`src/rtl/adder_sum_accumulator.sv`:
```
// Batch accumulator behind the 8-bit adder: sums NUM_SAMPLES {c_out, sum} results
// and offers the batch total with a sticky wrap flag over a valid/ready handshake.
module adder_sum_accumulator #(
  parameter int ACC_W       = 16,
  parameter int NUM_SAMPLES = 4,
  parameter int CNT_W       = $clog2(NUM_SAMPLES + 1)
) (
  input  logic             clk,
  input  logic             rst,
  input  logic             clear,
  input  logic             in_valid,
  output logic             in_ready,
  input  logic [7:0]       in_sum,
  input  logic             in_c_out,
  output logic             out_valid,
  input  logic             out_ready,
  output logic [ACC_W-1:0] out_data,
  output logic             out_ovf,
  output logic [CNT_W-1:0] in_count,
  output logic             busy
);

  localparam logic [1:0] IDLE  = 2'd0;
  localparam logic [1:0] ACCUM = 2'd1;
  localparam logic [1:0] HOLD  = 2'd2;

  localparam logic [CNT_W-1:0] LAST_COUNT = CNT_W'(NUM_SAMPLES);
  localparam logic [CNT_W-1:0] ONE_COUNT  = CNT_W'(1);

  logic [1:0]       state;
  logic [ACC_W-1:0] acc;
  logic             ovf;
  logic [CNT_W-1:0] count;

  logic             accept;
  logic             out_fire;
  logic [ACC_W-1:0] operand;
  logic [ACC_W:0]   acc_sum;
  logic [CNT_W-1:0] count_next;

  assign operand    = ACC_W'({in_c_out, in_sum});
  assign acc_sum    = {1'b0, acc} + {1'b0, operand};
  assign count_next = count + ONE_COUNT;

  assign in_ready = (state != HOLD) && !clear;
  assign accept   = in_valid && in_ready;
  assign out_fire = (state == HOLD) && out_ready;

  assign out_valid = (state == HOLD);
  assign out_data  = out_valid ? acc : '0;
  assign out_ovf   = out_valid ? ovf : 1'b0;
  assign in_count  = count;
  assign busy      = (state != IDLE);

  // clear outranks everything except rst, so a pending HOLD total is dropped
  // even when the consumer is ready in the same cycle.
  always_ff @(posedge clk or posedge rst) begin
    if (rst) begin
      state <= IDLE;
      acc   <= '0;
      ovf   <= 1'b0;
      count <= '0;
    end else if (clear) begin
      state <= IDLE;
      acc   <= '0;
      ovf   <= 1'b0;
      count <= '0;
    end else begin
      case (state)
        IDLE: begin
          if (accept) begin
            acc   <= operand;
            ovf   <= 1'b0;
            count <= ONE_COUNT;
            state <= (NUM_SAMPLES == 1) ? HOLD : ACCUM;
          end
        end
        ACCUM: begin
          if (accept) begin
            acc   <= acc_sum[ACC_W-1:0];
            ovf   <= ovf | acc_sum[ACC_W];
            count <= count_next;
            if (count_next == LAST_COUNT) begin
              state <= HOLD;
            end
          end
        end
        HOLD: begin
          if (out_fire) begin
            state <= IDLE;
            acc   <= '0;
            ovf   <= 1'b0;
            count <= '0;
          end
        end
        default: begin
          state <= IDLE;
          acc   <= '0;
          ovf   <= 1'b0;
          count <= '0;
        end
      endcase
    end
  end

endmodule

```
`config.mk`:
```
export PLATFORM = sky130hd
export DESIGN_NAME = adder_sum_accumulator
export DESIGN_NICKNAME = d
export VERILOG_FILES = /design/src/rtl/adder_sum_accumulator.sv
export SDC_FILE = /design/constraint.sdc
export NUM_CORES = 1
export LEC_CHECK = 0
export ABC_AREA = 1
export BUFFER_PORTS_ARGS = -buffer_cell sky130_fd_sc_hd__buf_2
export CORE_ASPECT_RATIO = 0.5
export CORE_UTILIZATION = 54
export CTS_CLUSTER_SIZE = 28
export DETAILED_ROUTE_END_ITERATION = 8
export PLACE_DENSITY = 0.79
export SYNTH_ARGS = -nofsm -noshare
export SYNTH_HDL_FRONTEND = slang
export SYNTH_SLANG_ARGS = --single-unit
```
`constraint.sdc`:
```
create_clock -name clk -period 3.4 [get_ports clk]
set_input_delay 0 -clock clk [delete_from_list [all_inputs] [get_ports clk]]
set_output_delay 0 -clock clk [all_outputs]
set_load 0.05 [all_outputs]
```
==> metrics.md <==
| Metric | Value |
|---|---|
| Setup WS post-layout | around 1100 ps |
| Post-synth EDFFs | 0 |
| Routed Antenna Nets | 0 |
| RSZ-0062 raised after global routing | false |
| Dpl hpwl | 3510 um |
| Worst-path fanout max | 20 |
| Period utilisation layout | 0.681 |
| Count leader, synth | nand2_1 |
| #FFs+latches synth | 22 |
| First-pass GRT wire length | 7750 um |
| Largest cells by area after synthesis | dfrtp_1 31%, nand2_1 20%, inv_1 9.8% |
| Top FF cell, synth | dfrtp_1 |
| GRT overflow | 0 |
| Syn Nets | 309 |
| Clock slew at the register clock pins of the worst setup and hold paths | 90 ps |
| Layout Cells excl Fill | 361 |
| Gr busiest metal | met2 |
| Die H | 42.8 um |
| Hold Vio Cnt, Final | 0 |
| List of most frequent post-synthesis cells | 94 x nand2_1, 47 x inv_1, 43 x nor2_1 |
| Pin count of the biggest net entering global routing | 23 |
| Min-delay worst type | primary input to register |
| Cts bufs inserted | 3 |
| Remaining routing DRC violations | 0 |
| Die area | ~0.0036 sq mm |
| H-tree depth | 1 |
| DR pass1 iterations | 4 |
| Vias in the first global route | 1688 |
| Power Total | 0.724 mW |
| Wire per inst | 12.6 um |
| Placed Cells | 355 |
| Synthesized cell area | ~0.0018 sq mm |
| Met3 usage | 0.0506 |
| Nets@finish | 348 |
| # diodes | 0 |
| Met1 Track Usage GR | 0.421 |
| Final setup TNS | 0 ps |
| CTS tree | done |
| PD cells | 347 mW/mm^2 |
| Row Count | 14 |
| GRT met2 Usage | 0.423 |
| DR vias/cell | 5.26 |
| Area grow syn2layout | 16.3% |
| Clock latency at the later pin of the worst-skew pair | 260 ps |
| Share of layout cells above drive strength 1 | 0.143 |
| Synth warn | 0 |
| Max-Slew Margin vs Limit | 0.449 |
| Initial antenna violation count | 0 |
| Post-route cell area | 0.00209 sq mm |
| Hold WS | between 30 and 40 ps |
| Critical Path AT | between 2000 and 2500 ps |
| Final setup fails | 0 |
| Clock net sink count | 22 |
| Placed inst area | around 0.002 sq mm |
| Tot GR Track Use | 0.276 |
| 1st-iter DRT viols | 125 |
| Via count | ~1900 |
| Cell taking the most area after synthesis | dfrtp_1 |
| Syn avg cell area | 6.34 sq um |
| Slew Viols, Final | 0 |
| Die X-Extent | 83.5 um |
| Placement Setup Slack | 1110 ps |
| Top-Level Pins | 37 |
| Worst-margin pin slew | 825 ps |
| Max clock buf depth | 2 |
| Initial Util | 0.582 |
| Clock Tree Root | clkbuf_8 |
| Setup CP Type | register to register |
| Status | complete, no violations |
| Distinct cells, synth | 31 |
| Port bufs | 36 |
| Worst Skew | ~9.2 ps |
| Max Cap Violations | 0 |
| FFs w/ async S/R, synth | 1.00 |
| Leak pwr | 1.21 nW |
| Fin crit period | 2310 ps |
| Core Box Area | 0.00308 sq mm |
| Register area share after synthesis | 0.307 |
| Gate Count Post-Synth | 283 |
| Setup crit end kind | register |
| Post-Route Utilization | 0.677 |
| Peak VDD IR | 350 uV |
| GPL Wtd Cong | 0.871 |
| CP Launch Type | register |
| Critical Path RT | 3580 ps |
| Fmax | 432 MHz |
| DRT Wirelength | 4560 um |
| Share of Yosys cell area claimed by the top area cell type | 0.307 |
## sequential cells by signal, indices dropped and copies added, names as in the netlist
register and flops:
state 2, ovf 1, acc 16, in_count 3
## per-layer routing
layer,routed length (um),part of all wire,up-vias
li1,-,-,961
met1,2250,0.49,865
met2,1910,0.42,70
met3,390,0.086,2
met4,9,0.0020,0
met5,0,0,-
## worst paths after layout
path	from	to	slack (ps)	cells past startpoint
max	state[0]$_DFFE_PP0P_	acc[0]$_DFFE_PP0P_	1090	8
min	in_sum[1]	acc[1]$_DFFE_PP0P_	30	3
max reg2reg	state[0]$_DFFE_PP0P_	acc[0]$_DFFE_PP0P_	1090	8
min reg2reg	acc[8]$_DFFE_PP0P_	acc[8]$_DFFE_PP0P_	530	2
max in group asynchronous	rst	ovf$_DFFE_PP0P_	2440	3
min in group asynchronous	rst	in_count[2]$_DFFE_PP0P_	440	3
## layout by cell type, fill, tap and decap left out, types with 2 or more instances in the layout
cell type and count:
ha_1 11, inv_2 2, clkbuf_8 3, a21oi_1 9, inv_1 47, dlygate4sd3_1 2
nor2_1 43, o21ai_0 9, nand4_1 2, buf_2 36, nand3_1 21, dfrtp_1 22
nand2_1 94, a22o_1 2
## kinds of logic (layout without fill, tap and decap cells)
logic type | after synthesis | count (layout) | share of synthesized area
simple gates | 166 | 166 | 0.378
buf+inv | 53 | 91 | 0.118
compound gates | 29 | 29 | 0.104
flops | 22 | 22 | 0.307
fa+ha+maj | 12 | 12 | 0.0878
xor+xnor | 1 | 1 | 0.00488
## worst max-delay path, stage by stage (launching register included)
cell and delay [ps]:
dfrtp_1 410, inv_2 60, nand2_1 510, o21ai_2 140, nor2_1 590, nand2_1 230, inv_1 150, nand2_1 60
o211ai_1 80
## cell type report
class	count	area [sq um]
Sequential cell	22	551
Timing Repair Buffer	38	200
Fill cell	288	995
Tap cell	40	50.0
Inverter	49	184
Clock inverter	1	30.0
Clock buffer	3	41.3
Multi-Input combinational cell	208	1030
## report_power, final
| group | total, mW | internal [mW] | leakage, nW | switching (mW) |
|---|---|---|---|---|
| sequential | 0.287 | 0.274 | 0.299 | 0.0128 |
| clock | 0.244 | 0.157 | 0.0357 | 0.0871 |
| combinational | 0.193 | 0.0622 | 0.870 | 0.130 |
| total | 0.724 | 0.494 | 1.21 | 0.230 |
## what timing repair did
action	CTS	global route
buffers inserted	0	0
hold endpoints to repair	23	0
hold buffers	2	0
resized for setup	0	0
(Power assumes the default switching activity.)
